**config.mk**
```make
export PLATFORM = sky130hd
export DESIGN_NAME = if_fetch_stage
export DESIGN_NICKNAME = d
export VERILOG_FILES = /design/src/rtl/if_fetch_stage.sv
export SDC_FILE = /design/constraint.sdc
export NUM_CORES = 1
export LEC_CHECK = 0
export CAP_MARGIN = 5
export CORE_MARGIN = 4
export CORE_UTILIZATION = 40
export CTS_CLUSTER_DIAMETER = 80
export DETAILED_ROUTE_END_ITERATION = 12
export GPL_ROUTABILITY_DRIVEN = 0
export PLACE_DENSITY = 0.65
export SYNTH_ARGS = -nofsm -noshare
export SYNTH_HDL_FRONTEND = slang
export SYNTH_SLANG_ARGS = --single-unit
```
**constraint.sdc**
```tcl
create_clock -name clk -period 4.6 [get_ports clk]
set_input_delay 0.46 -clock clk [delete_from_list [all_inputs] [get_ports clk]]
set_output_delay 0.46 -clock clk [all_outputs]
set_load 0.05 [all_outputs]
```
**src/rtl/if_fetch_stage.sv**
```systemverilog
// Instruction-fetch stage: owns the PC, keeps one request outstanding to a
// variable-latency instruction memory, and presents instructions or bubbles to IF/ID.
module if_fetch_stage #(
    parameter logic [31:0] RESET_PC  = 32'h0000_0000,
    parameter logic [31:0] NOP_INSTR = 32'h0000_0013
) (
    input  logic        clk,
    input  logic        rst,
    input  logic        stall_in,
    input  logic        redirect,
    input  logic [31:0] redirect_pc,
    output logic        imem_req,
    output logic [31:0] imem_addr,
    input  logic        imem_ack,
    input  logic [31:0] imem_rdata,
    output logic [31:0] PC_out,
    output logic [31:0] instr_out,
    output logic        valid_out
);

    typedef enum logic [1:0] {
        FETCH   = 2'd0,
        HOLD    = 2'd1,
        DISCARD = 2'd2
    } state_t;

    state_t      state, state_next;
    logic [31:0] pc, pc_next;
    logic [31:0] hold_instr, hold_instr_next;
    logic [31:0] hold_pc, hold_pc_next;
    logic [31:0] stale_addr, stale_addr_next;
    logic [31:0] target;
    logic        ack;

    assign target = redirect_pc & 32'hFFFF_FFFC;

    // State and buffer registers, asynchronously reset.
    always_ff @(posedge clk or posedge rst) begin
        if (rst) begin
            state      <= FETCH;
            pc         <= RESET_PC;
            hold_instr <= NOP_INSTR;
            hold_pc    <= 32'h0000_0000;
            stale_addr <= 32'h0000_0000;
        end else begin
            state      <= state_next;
            pc         <= pc_next;
            hold_instr <= hold_instr_next;
            hold_pc    <= hold_pc_next;
            stale_addr <= stale_addr_next;
        end
    end

    // Next-state logic and presented outputs; a response is used the cycle it arrives.
    always_comb begin
        state_next      = state;
        pc_next         = pc;
        hold_instr_next = hold_instr;
        hold_pc_next    = hold_pc;
        stale_addr_next = stale_addr;
        imem_req        = 1'b0;
        imem_addr       = pc;
        ack             = 1'b0;
        PC_out          = 32'h0000_0000;
        instr_out       = NOP_INSTR;
        valid_out       = 1'b0;

        case (state)
            FETCH: begin
                imem_req = ~rst;
                ack      = imem_ack & ~rst;
                if (redirect) begin
                    pc_next = target;
                    if (ack) begin
                        state_next = FETCH;
                    end else begin
                        // The in-flight response must still be consumed and dropped.
                        stale_addr_next = pc;
                        state_next      = DISCARD;
                    end
                end else if (ack) begin
                    PC_out    = pc;
                    instr_out = imem_rdata;
                    valid_out = 1'b1;
                    if (stall_in) begin
                        hold_instr_next = imem_rdata;
                        hold_pc_next    = pc;
                        state_next      = HOLD;
                    end else begin
                        pc_next    = pc + 32'd4;
                        state_next = FETCH;
                    end
                end else begin
                    state_next = FETCH;
                end
            end
            HOLD: begin
                if (redirect) begin
                    pc_next    = target;
                    state_next = FETCH;
                end else begin
                    PC_out    = hold_pc;
                    instr_out = hold_instr;
                    valid_out = 1'b1;
                    if (stall_in) begin
                        state_next = HOLD;
                    end else begin
                        pc_next    = hold_pc + 32'd4;
                        state_next = FETCH;
                    end
                end
            end
            DISCARD: begin
                imem_req  = ~rst;
                imem_addr = stale_addr;
                ack       = imem_ack & ~rst;
                if (redirect) begin
                    pc_next    = target;
                    state_next = DISCARD;
                end else if (ack) begin
                    state_next = FETCH;
                end else begin
                    state_next = DISCARD;
                end
            end
            default: begin
                state_next = FETCH;
            end
        endcase
    end

endmodule

```
After elaboration in Yosys (flattened, before gate mapping)
Index checks and enable logic that the tools add are counted.

Register bits: 130. Latch bits: 0. Bits in writable memories: 0. Memory bits (read-only): 0. Input port bits: 69. Output and inout bits: 98. Word-level logic and storage cells: 51. Memories: 0.

Add/subtract/negate cells: 2. $mul: 0. Divide/modulo/power cells: 0. Magnitude comparators: 0. Eq/ne operators: 6. Shift-type cells: 0. Multiplexer cells: 28. Bitwise operators: 4. Reductions and logical operators: 6.

Operator list (number): 32-bit 2-to-1 mux (13); 32-bit one-hot mux with 2 select lines (2); 32-bit one-hot mux with 3 select lines (1); 32-bit by 3-bit adder with 32-bit output, second input constant (2); 3-bit inequality test, second input constant (3); 1-bit 2-to-1 mux (7); 2-bit 2-to-1 mux (3); 2-bit one-hot mux with 3 select lines (1); 5-bit AND reduction (1); 4-bit AND reduction (1); 1-bit inverter (3); 3-bit AND reduction (1); 3-bit nonzero test (1); 2-bit by 1-bit == test with 1-bit output, second input constant (1); 2-bit == test, second input constant (1); 2-bit logical NOT (1); 2-bit inequality test, second input constant (1); 1-bit one-hot mux with 2 select lines (1); 2-bit OR reduction (1); 1-bit bitwise AND (1).

Longest topological paths before layout
Gate-level depths: netlist of run 1.

Depth in word-level cells: 5. Gate-level depth with buffers: 10. Mapped depth without buffers: 8.

Worst setup path after synthesis of run 1
No wires, ideal clock.

Path type: input port to output port. Start point: input port rst. End point: output port instr_out[0]. Data arrival time: 4.250 ns. Data required time: 4.140 ns. Setup slack: -0.110 ns. Stages on the path: 4. Path buffers: 0. Path through: inv_1 > nand3_1 > o21ai_0 > o21ai_0.

Longest elaborated chain between the ends: 5.

Ends and longest elaborated chain: start, declared (RTL line 8) `input logic rst,`; 1-bit inverter (RTL line 71) `ack = imem_ack & ~rst;`; 1-bit bitwise AND (RTL line 71); 32-bit 2-to-1 mux (RTL line 81) `end else if (ack) begin`; 32-bit 2-to-1 mux (RTL line 72) `if (redirect) begin`; 32-bit one-hot mux with 2 select lines (RTL line 68) `case (state)`; end, declared (RTL line 17) `output logic [31:0] instr_out,`.

No other way between the ends.

Worst setup path in the final report of run 1
Start point: register state[1]. End point: output port PC_out[3].

Longest elaborated chain between the ends: 2. Elaborated cells on any way between the ends: 3. Those cells by class: eq/ne (1); mux (1); reduce/logical (1).

Ends and longest elaborated chain: start, declared (RTL line 27) `state_t state, state_next;`; start signal, assigned (RTL line 46) `state <= state_next;`; 2-bit by 1-bit == test with 1-bit output / 2-bit logical NOT (equally long branches) (RTL line 68); 32-bit one-hot mux with 2 select lines (*) (RTL line 68); end, declared (RTL line 16) `output logic [31:0] PC_out,`.

Mark *: on every way between the ends. The rest lies on a longest branch, timed or not.

==> impl_metrics.ini, run 1 <==
[sta]
finalSetupTns_ns = 0
hold_violations = 0
period_needed_ns = 3.61
final_max_slew_viol_count = 0
grt_setup_unrepaired = false
timing.final.ws_setup_ns = 0.988
finClkSkew_ns = 0.0101
worst_pin_slew_ns = 1.15
setup_viol = 0
fmax_mhz = 277
finalCritPeriodShare_pct = 78.5
slew_headroom_pct = 22.9

[power_and_ir_drop]
p_leak_nw = 4.19
power_mw = 6.83
vdd_drop_max_uv = 287
p_per_area_mw_per_mm2 = 655

[clocking]
ctsHtreeMaxLevel = 4
cts_tree = done
cts_buffers = 17
cts-resized-gates = 0
clock_sinks = 130
cts_root_buf = clkbuf_16
clk_pin_slew_ns = 0.06
clockBufferDepth = 2
hold_buffers = 0
insertion_delay_ns = 0.42
postCtsSetupBuffers = 0

[setup_path]
critical_path_arrival_ns = 3.15
reg2reg_depth = 9
startpoint_type = flop
setup.worst_path.class = reg -> out
cp_cell_sequence = inv_1 > ha_1 > nor2b_4 > buf_4 > a22o_1 > clkdlybuf4s50_1
crit_fanout = 38
path_depth = 6
slowest_delay_ns = 0.84
path_delay_family = buffers and inverters
critPathCaptureType = output pin
worst-endpoint-required_ns = 4.14
cpMaxStageDelayCell = clkdlybuf4s50_1
critPathBufInv = 3

[place]
dp_hpwl_um = 17000
port_buffers = 164
place_inst = 1204
place_ws_ns = 1.13

[logic_synthesis]
ys_ff_latch = 130
synth-warning-count = 0
synth_enable_flop_cells = 0
netlist_area_mm2 = 0.00796
postSynth.asyncResetShare_pct = 100
syn_avg_cell_area_um2 = 9.61
synth_nets = 904
yosysSeqAreaShare_pct = 40.9
syn-instance-count = 829
ys.flop_type = dfrtp_1
ys_types = 64

[floorplan]
die_h_um = 149
core-area_mm2 = 0.0195
fp.dieW_um = 149
boundaryPins = 167
initial_core_util_pct = 40.8
fp.dieArea_mm2 = 0.0222
rows = 51

[job]
drv_cap = 0

[grt]
grt_pass1_vias = 7023
grt_overflow = 0
antenna_found_initial = 2
grt_usage_pct = 22.1
grt_pass1_wl_um = 39000
grt_max_degree = 78

[routing]
via_per_inst = 5.82
top_layer_used = met5
routed_wl_um = 24800
met3_length_um = 2270
routedWlPerCell_um = 20.1
drc = 0
drt_pass1_iterations = 5
wl_met2_um = 11400
drtIter0Drc = 612
vias = 7187
drt-met1-wl_um = 10600
ant_nets = 0

[layout]
drive_above_1_share_pct = 19.5
nets = 1033
num_antenna_cells = 0
utilization_pct = 53.4
area_delta_synth_final_pct = 31.0
instances_no_fill = 1235

[status]
status = finished clean

[min_path]
hp-class = reg -> reg
hold_path_depth = 2
-- area by class of cell --
| cell class | instances | area, µm² |
|---|---|---|
| Timing Repair Buffer | 182 | 1780 |
| Clock inverter | 13 | 161 |
| Multi-Input combinational cell | 608 | 4390 |
| Clock buffer | 18 | 439 |
| Sequential cell | 130 | 3260 |
| Inverter | 19 | 75.1 |
| Fill cell | 1817 | 9090 |
| Tap cell | 265 | 332 |
-- path summary, 6_finish.rpt --
| kind | from | slack, ns | end |
|---|---|---|---|
| max in group asynchronous | rst | 2.41 | hold_pc[13] |
| hold / removal | stale_addr[14] | 0.49 | stale_addr[14] |
| setup / recovery | state[1] | 0.99 | PC_out[3] |
| hold reg to reg | stale_addr[14] | 0.49 | stale_addr[14] |
| min in group asynchronous | rst | 0.69 | hold_instr[28] |
| setup reg to reg | state[0] | 1.71 | pc[8] |
-- metrics by stage --
step                hold slack (ns)  cell area, µm²
floorplan                     0.450            7970
global placement              0.463            9830
detailed placement            0.476            9830
CTS                           0.484           10400
global route                  0.504           10400
finish                        0.486           10400
-- tightest hold or removal path, cell delays in order, from the launching register on --
cell and delay (ns):
dfrtp_1 0.34, nand2_1 0.05, o21ai_0 0.06
-- cell families (layout without fill, tap and decap cells) --
| kind of cell | after synthesis | after routing | synth area share [%] |
|---|---|---|---|
| muxes | 117 | 117 | 16.5 |
| buffers and inverters | 91 | 232 | 4.35 |
| adders and majority gates | 6 | 6 | 0.943 |
| and+or+nand+nor | 237 | 237 | 14.7 |
| xor gates and xnor gates | 35 | 35 | 3.85 |
| AOI/OAI and AO/OA | 213 | 213 | 18.7 |
| DFF | 130 | 130 | 40.9 |
-- state kept, by name, indices dropped and copies added (netlist names) --
name,flops
hold_pc,32
state,2
hold_instr,32
stale_addr,32
pc,32
-- layer usage --
layer | up-vias | global-route usage (%)
met5 | - | 0
met4 | 2 | 5.77
met3 | 43 | 7.26
met2 | 302 | 35.3
met1 | 3526 | 29.2
li1 | 3314 | -
-- cell usage in the layout (no fill, tap or decap), types with 6 or more instances in the layout --
master           Yosys  layout
nand2_1             67      66
mux2_2             115     115
xnor2_1             18      18
o22ai_1              8       8
a22o_1              58      58
buf_4                0      17
nor2_1              52      52
o211ai_1             6       6
nand4_1             19      19
dfrtp_1            127     127
o31ai_1              6       6
clkbuf_16            0      17
a221oi_1             6       6
clkdlybuf4s50_1      0     163
a211oi_1             8       8
and3_1               8       8
nand3_1             30      30
a31oi_1              7       7
nor3_1              16      16
a22oi_1              6       6
xor2_1              17      17
a21oi_1             23      23
o21ai_0             59      59
inv_1               18      17
nand2b_1             7       7
-- synthesized netlist by cell type, drive strengths merged (7+ instances only) --
cell type,count,area share [%]
and3,9,0.72
nand3,31,2.0
nor2,52,2.5
a22o,58,6.4
a21oi,23,1.4
mux2,115,16
xor2,17,1.9
nand2,69,3.3
nand2b,7,0.55
nor3,16,1.0
inv,19,0.90
o22ai,8,0.63
xnor2,18,2.0
nand4,19,1.5
buf,20,1.0
o21ai,60,3.8
clkbuf,52,2.5
dfrtp,127,40
a31oi,7,0.55
a211oi,8,0.75
-- report_power, final --
part / switching (mW) / internal, mW / total (mW)
clock network: 0.532 / 0.863 / 1.40
registers: 0.643 / 1.67 / 2.31
logic: 1.82 / 1.31 / 3.12
total: 2.99 / 3.84 / 6.83
Note: power is estimated with default switching activity, not from simulation.
==> run 2: changes to the inputs <==
--- a/config.mk
+++ b/config.mk
@@ -11,7 +11,7 @@
 export CTS_CLUSTER_DIAMETER = 80
 export DETAILED_ROUTE_END_ITERATION = 12
 export GPL_ROUTABILITY_DRIVEN = 0
-export PLACE_DENSITY = 0.65
+export PLACE_DENSITY = 0.68
 export SYNTH_ARGS = -nofsm -noshare
 export SYNTH_HDL_FRONTEND = slang
 export SYNTH_SLANG_ARGS = --single-unit
==> constraint.sdc (replaced) <==
create_clock -name clk -period 3.1 [get_ports clk]
set_input_delay 0.31 -clock clk [delete_from_list [all_inputs] [get_ports clk]]
set_output_delay 0.31 -clock clk [all_outputs]
set_load 0.05 [all_outputs]
==> run 2 against run 1 <==
Compared with the run above: design area up 8.0%; register-to-register slack worse by 1.2 ns; via count grew 1.2%; setup slack worse by 0.87 ns; critical path type unchanged; critical endpoint is now imem_addr[2]; largest power group unchanged.
==> impl_metrics.ini, run 2 (synthesized netlist as in run 1, its figures left out) <==
[status]
status = finished clean

[setup_path]
path_delay_family = buffers and inverters
slowest_delay_ns = 0.73
cpMaxStageDelayCell = clkdlybuf4s50_1
startpoint_type = flop
setup.worst_path.class = reg -> out
rr_startpoint = state[0]
crit_fanout = 20
reg2reg_depth = 8
cp_cell_sequence = inv_1 > ha_2 > buf_12 > mux2_2 > clkdlybuf4s50_1
critPathCaptureType = output pin
critPathBufInv = 3
critical_path_arrival_ns = 2.67
r2r-end = pc[22]
r2r_setup_slack_ns = 0.52
crit_path_start = state[0]
worst-endpoint-required_ns = 2.79

[grt]
grt_max_degree = 131
grt_overflow = 0
grt_pass1_wl_um = 39700
antenna_found_initial = 0
grt_pass1_vias = 7370
grt_usage_pct = 22.6

[power_and_ir_drop]
seq_power_share_pct = 32.0
p_per_area_mw_per_mm2 = 924
vdd_drop_max_uv = 541
p_leak_nw = 4.71
p_sw_share_pct = 43.6
power_mw = 10.4
p_int_mw = 5.87
switchingPower_mw = 4.54
p_comb_share_pct = 48.8
clockPowerShare_pct = 19.3

[place]
dp_hpwl_um = 17300
placed_area_mm2 = 0.0107
port_buffers = 164

[clocking]
cts_buffers = 17
cts_tree = done
clockBufferDepth = 2
insertion_delay_ns = 0.43
clock_sinks = 130
clk_pin_slew_ns = 0.05
ctsHtreeMaxLevel = 4
postCtsSetupBuffers = 0
cts_root_buf = clkbuf_16

[sta]
setup_viol = 0
period_needed_ns = 2.98
slew_headroom_pct = 47.4
hold_violations = 0
fmax_mhz = 335
finalCritPeriodShare_pct = 96.2
finClkSkew_ns = 0.0118
finalSetupTns_ns = 0
worst_pin_slew_ns = 0.780
final_max_slew_viol_count = 0
grt_setup_unrepaired = false

[routing]
via_per_inst = 5.81
drt_pass1_iterations = 5
routed_wl_um = 25000
ant_nets = 0
vias = 7274
drc = 0
routedWlPerCell_um = 20.0
drtIter0Drc = 601

[layout]
final_common_cell = dfrtp_1
num_antenna_cells = 0
nets = 1048
area_delta_synth_final_pct = 41.5
post-route-cell-area_mm2 = 0.0113
drive_above_1_share_pct = 27.7
final_cell_mix = dfrtp_1, mux2_2, clkdlybuf4s50_1

[min_path]
min_from = redirect
hp-class = in -> reg
hold_path_end = state[1]
hold_path_depth = 3

[floorplan]
rows = 51
die_h_um = 149
fp.dieArea_mm2 = 0.0222
boundaryPins = 167
initial_core_util_pct = 40.8
fp.dieW_um = 149
core-area_mm2 = 0.0195

[job]
drv_cap = 0
==> run 2: changes by cell type in the layout (fill, tap and decap cells not counted), sizes merged <==
cell           previous run  this run
clkinvlp                  5         6
clkinv                    5         7
inv                      19        18
bufinv                    3         2
clkdlybuf4s50           163        89
dlymetal6s2s              0         9
buf                      19        99
==> run 2: area by class of cell <==
class                      count  area, µm²
sequential                   130       3260
multi-input combinational    608       4420
clock buffer                  18        439
timing repair buffer         197       2610
clock inverter                14        140
inverter                      19       75.1
tap                          265        332
fill                        1736       8260
==> run 2: timing repair <==
item	CTS	global route
endpoints found under the setup margin	0	9
hold buffers	0	0
gates resized for setup	0	9
==> run 2: worst reg2reg max path, delay by kind of cell, from the launching register on <==
family,cells,cell delay [ns]
DFF,1,0.41
adders and majority gates,1,0.46
buffers and inverters,2,0.38
AOI/OAI and AO/OA,4,0.87
and+or+nand+nor,1,0.35
==> run 2: stage by stage <==
| step | hold WS, ns | util [%] | std cells | setup slack [ns] |
|---|---|---|---|---|
| global route | 0.450 | 57.7 | 1251 | 0.0228 |
| finish | 0.372 | 57.7 | 1251 | 0.118 |
| floorplan | 0.450 | - | 829 | -0.147 |
| detailed placement | 0.478 | 54.6 | 1219 | 0.499 |
| CTS | 0.357 | 57.6 | 1251 | 0.0365 |
| global placement | 0.463 | 54.6 | 1219 | 0.518 |
==> run 2: worst max path at each step <==
stage | endpoint | slack, ns | depth (start not counted)
3_3_place_gp | imem_addr[19] | 0.52 | 5
6_report | imem_addr[2] | 0.12 | 5
3_5_place_dp | imem_addr[19] | 0.50 | 5
5_1_grt | imem_addr[2] | 0.02 | 5
4_1_cts | imem_addr[19] | 0.04 | 5
2_1_floorplan | instr_out[0] | -0.15 | 4
==> run 2: routing by layer <==
layer	vias to the layer above	track usage (%)	share of wire (%)
met3	58	7.05	9.5
met1	3575	28.4	40
met4	0	7.55	2.5
li1	3338	-	-
met2	303	37.1	48
met5	-	0	0
==> run 2: power groups by stage <==
stage                     sequential [mW]  clock (mW)  combinational (mW)
final                                3.33        2.01                5.08
after floorplan                      2.95           0                3.71
after global placement               3.28           0                5.01
after global routing                 3.45        2.12                5.44
after detailed placement             3.33           0                5.07
after CTS                            3.31        2.03                5.10
==> run 3: changes to the inputs <==
--- a/config.mk
+++ b/config.mk
@@ -11,6 +11,7 @@
 export CTS_CLUSTER_DIAMETER = 80
 export DETAILED_ROUTE_END_ITERATION = 12
 export GPL_ROUTABILITY_DRIVEN = 0
+export HOLD_SLACK_MARGIN = 0.05
 export PLACE_DENSITY = 0.68
 export SYNTH_ARGS = -nofsm -noshare
 export SYNTH_HDL_FRONTEND = slang
==> results of run 3 <==
Final layout, timing and power as in run 2 (identical DEF).
